===== src/rtl/kalman_pkg.sv =====
// Shared definitions for the Kalman predictor blocks.
//   DEF_DBL_WIDTH : default width of one IEEE-754 double element
//   DEF_N_CH      : default number of parallel CMU_PHi channel units
//   pphi_state_e  : state type of the pphi_collect controller
package kalman_pkg;

  localparam int DEF_DBL_WIDTH = 64;
  localparam int DEF_N_CH      = 12;

  typedef enum logic [1:0] {
    IDLE    = 2'd0,
    COLLECT = 2'd1,
    DRAIN   = 2'd2
  } pphi_state_e;

endpackage


===== src/rtl/pphi_slot_bank.sv =====
// Register bank holding one element per channel.
//   clk, rst   : clock, asynchronous active-high reset (slots reset to 0)
//   wr_mask_i  : per-slot write enable; slot i loads wr_data_i[i*W +: W]
//   wr_data_i  : packed write data, one W-bit field per slot
//   rd_idx_i   : read index
//   rd_data_o  : combinational read of slot rd_idx_i (0 if out of range)
module pphi_slot_bank #(
  parameter int W    = 64,
  parameter int N_CH = 12
) (
  input  logic                       clk,
  input  logic                       rst,
  input  logic [N_CH-1:0]            wr_mask_i,
  input  logic [N_CH*W-1:0]          wr_data_i,
  input  logic [$clog2(N_CH)-1:0]    rd_idx_i,
  output logic [W-1:0]               rd_data_o
);

  localparam int IW = $clog2(N_CH);

  logic [W-1:0] slot_q [N_CH];

  always_ff @(posedge clk or posedge rst) begin
    if (rst) begin
      for (int i = 0; i < N_CH; i++) begin
        slot_q[i] <= '0;
      end
    end else begin
      for (int i = 0; i < N_CH; i++) begin
        if (wr_mask_i[i]) begin
          slot_q[i] <= wr_data_i[i*W +: W];
        end
      end
    end
  end

  always_comb begin
    rd_data_o = '0;
    for (int i = 0; i < N_CH; i++) begin
      if (rd_idx_i == IW'(i)) begin
        rd_data_o = slot_q[i];
      end
    end
  end

endmodule


===== src/rtl/pphi_collect.sv =====
// Collects one predicted-covariance element from each of N_CH channel units
// for a prediction step, then streams them out in channel order.
//   clk, rst     : clock, asynchronous active-high reset
//   start        : one-cycle pulse starting a step (ignored while busy)
//   ch_valid     : per-channel one-cycle valid pulse
//   ch_data      : channel i element at [i*DBL_WIDTH +: DBL_WIDTH]
//   out_valid    : element available on out_data/out_idx
//   out_ready    : downstream accepts
//   out_data     : element value
//   out_idx      : channel index of out_data
//   out_last     : high together with out_idx == N_CH-1
//   done         : one-cycle pulse after the last element is accepted
//   busy         : controller not in IDLE
//   err_dup      : sticky, a channel fired twice in one step
//   err_stray    : sticky, ch_valid seen outside COLLECT
//   err_timeout  : sticky, collection aborted after TIMEOUT_CYC cycles
//   dbg_state    : current controller state
//
// Output handshake: an element moves on every rising edge where out_valid and
// out_ready are both high. Once out_valid rises it stays high, with out_data
// and out_idx unchanged, until that element has moved; out_valid never depends
// combinationally on out_ready.
module pphi_collect
  import kalman_pkg::*;
#(
  parameter int DBL_WIDTH   = DEF_DBL_WIDTH,
  parameter int N_CH        = DEF_N_CH,
  parameter int TIMEOUT_CYC = 1023
) (
  input  logic                        clk,
  input  logic                        rst,
  input  logic                        start,
  input  logic [N_CH-1:0]             ch_valid,
  input  logic [N_CH*DBL_WIDTH-1:0]   ch_data,
  output logic                        out_valid,
  input  logic                        out_ready,
  output logic [DBL_WIDTH-1:0]        out_data,
  output logic [$clog2(N_CH)-1:0]     out_idx,
  output logic                        out_last,
  output logic                        done,
  output logic                        busy,
  output logic                        err_dup,
  output logic                        err_stray,
  output logic                        err_timeout,
  output pphi_state_e                 dbg_state
);

  localparam int IW = $clog2(N_CH);
  localparam int CW = $clog2(TIMEOUT_CYC + 1);
  localparam logic [IW-1:0] IDX_LAST = IW'(N_CH - 1);
  localparam logic [CW-1:0] TMO_LAST = CW'(TIMEOUT_CYC - 1);

  pphi_state_e      state_q;
  logic [N_CH-1:0]  got_q;
  logic [N_CH-1:0]  got_d;
  logic [IW-1:0]    ptr_q;
  logic [CW-1:0]    tmo_q;
  logic             out_valid_q;
  logic             done_q;
  logic             err_dup_q;
  logic             err_stray_q;
  logic             err_timeout_q;

  logic [N_CH-1:0]      wr_mask;
  logic [DBL_WIDTH-1:0] rd_data;
  logic                 xfer;
  logic                 complete;

  // Mask including this cycle's arrivals; completion is judged on it so the
  // last channel moves straight to DRAIN at the same edge it is captured.
  assign got_d    = got_q | ch_valid;
  assign complete = &got_d;
  assign xfer     = out_valid_q & out_ready;

  // Only first arrivals are written, so a duplicate never overwrites.
  assign wr_mask  = (state_q == COLLECT) ? (ch_valid & ~got_q) : '0;

  pphi_slot_bank #(
    .W    (DBL_WIDTH),
    .N_CH (N_CH)
  ) u_slots (
    .clk       (clk),
    .rst       (rst),
    .wr_mask_i (wr_mask),
    .wr_data_i (ch_data),
    .rd_idx_i  (ptr_q),
    .rd_data_o (rd_data)
  );

  always_ff @(posedge clk or posedge rst) begin
    if (rst) begin
      state_q       <= IDLE;
      got_q         <= '0;
      ptr_q         <= '0;
      tmo_q         <= '0;
      out_valid_q   <= 1'b0;
      done_q        <= 1'b0;
      err_dup_q     <= 1'b0;
      err_stray_q   <= 1'b0;
      err_timeout_q <= 1'b0;
    end else begin
      done_q <= 1'b0;
      case (state_q)
        IDLE: begin
          if (start) begin
            state_q       <= COLLECT;
            got_q         <= '0;
            tmo_q         <= '0;
            err_dup_q     <= 1'b0;
            err_stray_q   <= 1'b0;
            err_timeout_q <= 1'b0;
          end
          // Placed after the clear so a stray pulse coinciding with start
          // is still reported.
          if (|ch_valid) begin
            err_stray_q <= 1'b1;
          end
        end
        COLLECT: begin
          got_q <= got_d;
          if (|(ch_valid & got_q)) begin
            err_dup_q <= 1'b1;
          end
          // Completion takes priority over a timeout in the same cycle.
          if (complete) begin
            state_q     <= DRAIN;
            ptr_q       <= '0;
            out_valid_q <= 1'b1;
          end else if (tmo_q == TMO_LAST) begin
            state_q       <= IDLE;
            err_timeout_q <= 1'b1;
          end else begin
            tmo_q <= tmo_q + CW'(1);
          end
        end
        DRAIN: begin
          if (|ch_valid) begin
            err_stray_q <= 1'b1;
          end
          if (xfer) begin
            if (ptr_q == IDX_LAST) begin
              state_q     <= IDLE;
              out_valid_q <= 1'b0;
              done_q      <= 1'b1;
              ptr_q       <= '0;
            end else begin
              ptr_q <= ptr_q + IW'(1);
            end
          end
        end
        default: begin
          state_q <= IDLE;
        end
      endcase
    end
  end

  assign out_valid   = out_valid_q;
  assign out_data    = out_valid_q ? rd_data : '0;
  assign out_idx     = ptr_q;
  assign out_last    = out_valid_q & (ptr_q == IDX_LAST);
  assign done        = done_q;
  assign busy        = (state_q != IDLE);
  assign err_dup     = err_dup_q;
  assign err_stray   = err_stray_q;
  assign err_timeout = err_timeout_q;
  assign dbg_state   = state_q;

endmodule


===== config.mk =====
export PLATFORM = sky130hd
export DESIGN_NAME = pphi_collect
export DESIGN_NICKNAME = d
export VERILOG_FILES = /design/src/rtl/kalman_pkg.sv /design/src/rtl/pphi_slot_bank.sv /design/src/rtl/pphi_collect.sv
export SDC_FILE = /design/constraint.sdc
export NUM_CORES = 2
export LEC_CHECK = 0
export CORE_AREA = 2 2 334 336
export CTS_CLUSTER_DIAMETER = 30
export DETAILED_ROUTE_END_ITERATION = 12
export DIE_AREA = 0 0 336 338
export PLACE_DENSITY = 0.66
export SLEW_MARGIN = 0
export SYNTH_ARGS = -nofsm -noshare
export SYNTH_HDL_FRONTEND = slang
export SYNTH_SLANG_ARGS = --single-unit

===== constraint.sdc =====
create_clock -name clk -period 37.4 [get_ports clk]
set_input_delay 9.35 -clock clk [delete_from_list [all_inputs] [get_ports clk]]
set_output_delay 9.35 -clock clk [all_outputs]
set_load 0.02 [all_outputs]

==> tab_implementation.tex <==
\begin{tabular}{lr}
\hline
Metric & Value \\
\hline
\multicolumn{2}{l}{\textbf{Status}} \\
Status & finished, final reports clean \\
\multicolumn{2}{l}{\textbf{Routing}} \\
Post-DR vias/cell & 5.61 \\
Number of nets still failing antenna checks after routing & 0 \\
Detailed-route wire length & 161 mm \\
Number of DRC markers in iteration 0 & $\sim$2,700 \\
Via total after detailed routing & 30,577 \\
Total iterations of the first detailed-routing run & 5 \\
Post-DR wirelength/cell & 29.5 um \\
DRC viols & 0 \\
\multicolumn{2}{l}{\textbf{Job}} \\
Count of maximum capacitance violations & 0 \\
\multicolumn{2}{l}{\textbf{Worst setup path}} \\
Peak fanout along the critical path & 78 \\
Worst reg2reg startpoint & dbg\_state[0] \\
Endpoint of the most critical register-to-register path & u\_slots.slot\_q[596] \\
R2r worst-path depth & 6 \\
Worst setup SP type & register \\
Setup slack on the worst flop-to-flop path & 33.80 ns \\
Launching instance or port of the critical path & out\_idx[0] \\
Worst EP required & 28.05 ns \\
Critical path endpoint category & output port \\
Setup Crit Path Kind & register to output port \\
Worst Path Arrival & 5.98 ns \\
\multicolumn{2}{l}{\textbf{Cells and area}} \\
Highest-count cells in the layout ignoring fill and taps & sky130\_fd\_sc\_hd\_\_clkdlybuf4s50\_1 (860), sky130\_fd\_sc\_hd\_\_dfrtp\_1 (800), sky130\_fd\_sc\_hd\_\_mux2\_2 (769) \\
Final standard cell area without fillers & $\sim$54,000 um2 \\
Number of standard cells in the layout, taps in and fillers out & 5,450 \\
Growth of design area from synthesis to finish & 48.0\% \\
Number of inserted filler cells in the final layout & 9,720 \\
Number of nets at the end of the flow & approximately 4,500 \\
Most common cell after layout, fill and taps aside & sky130\_fd\_sc\_hd\_\_clkdlybuf4s50\_1 \\
Footprint of the multi-input gates & 15,400 um2 \\
Post-layout utilization of the core & 0.487 \\
Sequential cell area & 20,000 um2 \\
Share of layout cells above drive strength 1 & 0.308 \\
\multicolumn{2}{l}{\textbf{Floorplanning}} \\
Die ar. & 114,000 um2 \\
Horizontal die dimension & 336 um \\
Row count & 122 \\
Placeable core region & 110,000 um2 \\
Initial standard-cell utilization of the core & 0.329 \\
Die Ht & 338 um \\
IO Pins & 861 \\
\multicolumn{2}{l}{\textbf{Timing}} \\
Minimum period implied by the final worst setup slack & 15.33 ns \\
Slew at the pin closest to its max-slew limit & between 1 and 1.5 ns \\
Highest clock frequency the design can meet & 0.0652 GHz \\
Setup violations, final & 0 \\
Final worst clock skew & between 0.05 and 0.06 ns \\
Setup slack of the critical path after layout & between 20 and 25 ns \\
Number of max-slew violations in the final report & 0 \\
Aggregate negative setup slack & 0 ns \\
Period Utilization, post-route & 0.410 \\
Final hold violation count & 0 \\
Unrepaired setup endpoints after global routing & no \\
Relative slew slack & 0.147 \\
\multicolumn{2}{l}{\textbf{Worst hold path}} \\
Number of cells traversed by the worst hold path & 1 \\
Worst hold path type & register to register \\
HP Start & err\_stray \\
Min-Delay Endpoint & err\_stray \\
\multicolumn{2}{l}{\textbf{Power}} \\
Worst IR drop on VDD & about 0.000058 V \\
Leakage power figure & roughly 22 nW \\
Internal Power & 3.31 mW \\
Clock network fraction of design power & 0.371 \\
Net switching share of the total power & 0.320 \\
Combinational Power Share & 0.295 \\
Cell Pwr Density & between 90 and 100 nW/um2 \\
Relative contribution of sequential cells to total power & 0.334 \\
Switching component of the power & 1.56 mW \\
\multicolumn{2}{l}{\textbf{Synthesis}} \\
Netlist Area Pre-Place & around 36,000 um2 \\
Async SR Flop Fraction & 1.00 \\
Most used DFF post-synth & sky130\_fd\_sc\_hd\_\_dfrtp\_1 \\
Flip-flop and latch count after synthesis & around 800 \\
Seq/Total Area, Yosys & 0.554 \\
Post-synthesis cell count & around 2,800 \\
Number of flops mapped to enable cells by yosys & 0 \\
Unique cell type count in the Yosys netlist & 51 \\
Yosys synthesis warning count & 0 \\
Syn\_nets & 3,636 \\
Mean area per synthesized cell & 12.7 um2 \\
\multicolumn{2}{l}{\textbf{Placement}} \\
Hpwl dp & 108 mm \\
Last weighted congestion value of the routability-driven placer & 0.951 \\
Placed cell count & 5,031 \\
Placed inst area & 46,400 um2 \\
Quantity of I/O buffers inserted on ports & 860 \\
Pre-CTS worst setup slack & 22.63 ns \\
\multicolumn{2}{l}{\textbf{Global routing}} \\
First-pass GRT wire length & 223 mm \\
Leftover overflow at the end of global routing & 0 \\
Pin count of the biggest net entering global routing & roughly 110 \\
Antenna violations before repair & 81 \\
All-Layer GR Usage & 0.273 \\
Number of global-route vias before repair & 31,548 \\
\multicolumn{2}{l}{\textbf{Clock tree}} \\
Reg clk slew, reported paths & roughly 0.050 ns \\
CTS resizes & 0 \\
Number of buffers on the longest clock path & 3 \\
Number of setup buffers added after CTS & 0 \\
Clk sinks & 801 \\
Cell at the root of the clock tree & sky130\_fd\_sc\_hd\_\_clkbuf\_16 \\
Number of buffers inserted by hold repair at cts & 0 \\
Clock network latency to the later pin of the worst-skew pair & 0.78 ns \\
Number of H-tree levels & 4 \\
Number of clock buffers inserted by TritonCTS & 192 \\
CTS tree & done \\
\hline
\end{tabular}
==> cell type report <==
cell class,instances,share of cell area
Inverter,10,0.000840
Tap cell,1488,0.0347
Sequential cell,801,0.374
Clock buffer,245,0.0984
Timing Repair Buffer,917,0.169
Multi-Input combinational cell,1815,0.287
Clock inverter,115,0.0334
Antenna cell,59,0.00275
==> cells by family after synthesis <==
| logic type | share of synthesized area |
|---|---|
| AOI/OAI and AO/OA | 0.149 |
| adders and majority gates | 0.00207 |
| buffers and inverters | 0.0276 |
| DFF | 0.554 |
| muxes | 0.240 |
| and+or+nand+nor | 0.0281 |
==> stage by stage <==
| step | hold WS (ns) | power, mW |
|---|---|---|
| detailed placement | 0.473 | 3.04 |
| CTS | 0.484 | 4.86 |
| global route | 0.506 | 5.06 |
| finish | 0.492 | 4.87 |
| global placement | 0.471 | 3.00 |
| floorplan | 0.475 | 2.43 |
==> power by group through the flow <==
| stage | logic (mW) | clock network [mW] | registers, mW |
|---|---|---|---|
| after floorplan | 0.935 | 0 | 1.50 |
| after global placement | 1.40 | 0 | 1.60 |
| after detailed placement | 1.43 | 0 | 1.61 |
| after CTS | 1.44 | 1.82 | 1.61 |
| after global routing | 1.52 | 1.87 | 1.67 |
| final | 1.44 | 1.81 | 1.62 |
==> layer usage <==
metal  GRT usage  routed length [um]  vias to the layer above
met5           0                 205                        -
met3      0.0789               15200                      487
met2       0.436               74800                     1887
li1            -                   -                    12622
met4       0.150                8420                       34
met1       0.334               62000                    15547
==> critical path, cell delays in order, from the launching register on <==
cell and delay (ns):
sky130_fd_sc_hd__dfrtp_1 0.45, sky130_fd_sc_hd__inv_1 0.17, sky130_fd_sc_hd__ha_4 0.61, sky130_fd_sc_hd__buf_4 0.84, sky130_fd_sc_hd__and3b_4 0.87, sky130_fd_sc_hd__buf_4 0.66
sky130_fd_sc_hd__a21oi_1 0.18, sky130_fd_sc_hd__o21ai_0 0.12, sky130_fd_sc_hd__a2111oi_0 0.11, sky130_fd_sc_hd__o21ai_1 0.16, sky130_fd_sc_hd__o2111a_1 0.29, sky130_fd_sc_hd__clkdlybuf4s50_1 0.63
==> registers in the layout, indices dropped and copies added, names as in the netlist <==
signal	count
dbg_state	2
out_idx	4
err_stray	1
err_dup	1
u_slots.slot_q	768
got_q	12
done	1
out_valid	1
tmo_q	10
err_timeout	1
==> cell usage after synthesis (all sizes together) (2+ instances only) <==
| library cell | instances | area, um2 |
|---|---|---|
| mux2 | 769 | 8660 |
| o2111a | 62 | 698 |
| buf | 117 | 576 |
| nor2 | 102 | 398 |
| o221ai | 2 | 17.5 |
| a21oi | 143 | 753 |
| clkbuf | 103 | 387 |
| mux2i | 2 | 20.0 |
| ha | 6 | 75.1 |
| nand2b | 5 | 31.3 |
| nor3b | 2 | 15.0 |
| and3 | 2 | 12.5 |
| inv | 10 | 37.5 |
| nand4 | 2 | 12.5 |
| and3b | 2 | 17.5 |
| o211ai | 2 | 15.0 |
| a221o | 2 | 20.0 |
| nor4 | 3 | 18.8 |
| nand3 | 12 | 60.1 |
| o22ai | 70 | 438 |
| a211oi | 20 | 150 |
| o2111ai | 19 | 166 |
| or3 | 3 | 18.8 |
| a31oi | 3 | 18.8 |
| a22o | 67 | 587 |
| o31ai | 4 | 30.0 |
| a2111oi | 43 | 377 |
| nor2b | 6 | 37.5 |
| nand2 | 92 | 345 |
| a22oi | 103 | 773 |
| o21ai | 246 | 1230 |
| and2 | 5 | 31.3 |
| dfrtp | 801 | 20000 |
| a221oi | 6 | 52.6 |
==> worst max path at each step <==
stage	to	slack, ns	cells past startpoint
5_1_grt	out_data[27]	21.79	11
3_3_place_gp	u_slots.slot_q[432]	22.65	7
3_5_place_dp	u_slots.slot_q[109]	22.63	7
2_1_floorplan	dbg_state[0]	5.56	1
4_1_cts	out_data[23]	22.03	11
6_report	out_data[27]	22.07	11
(Power assumes the default switching activity.)
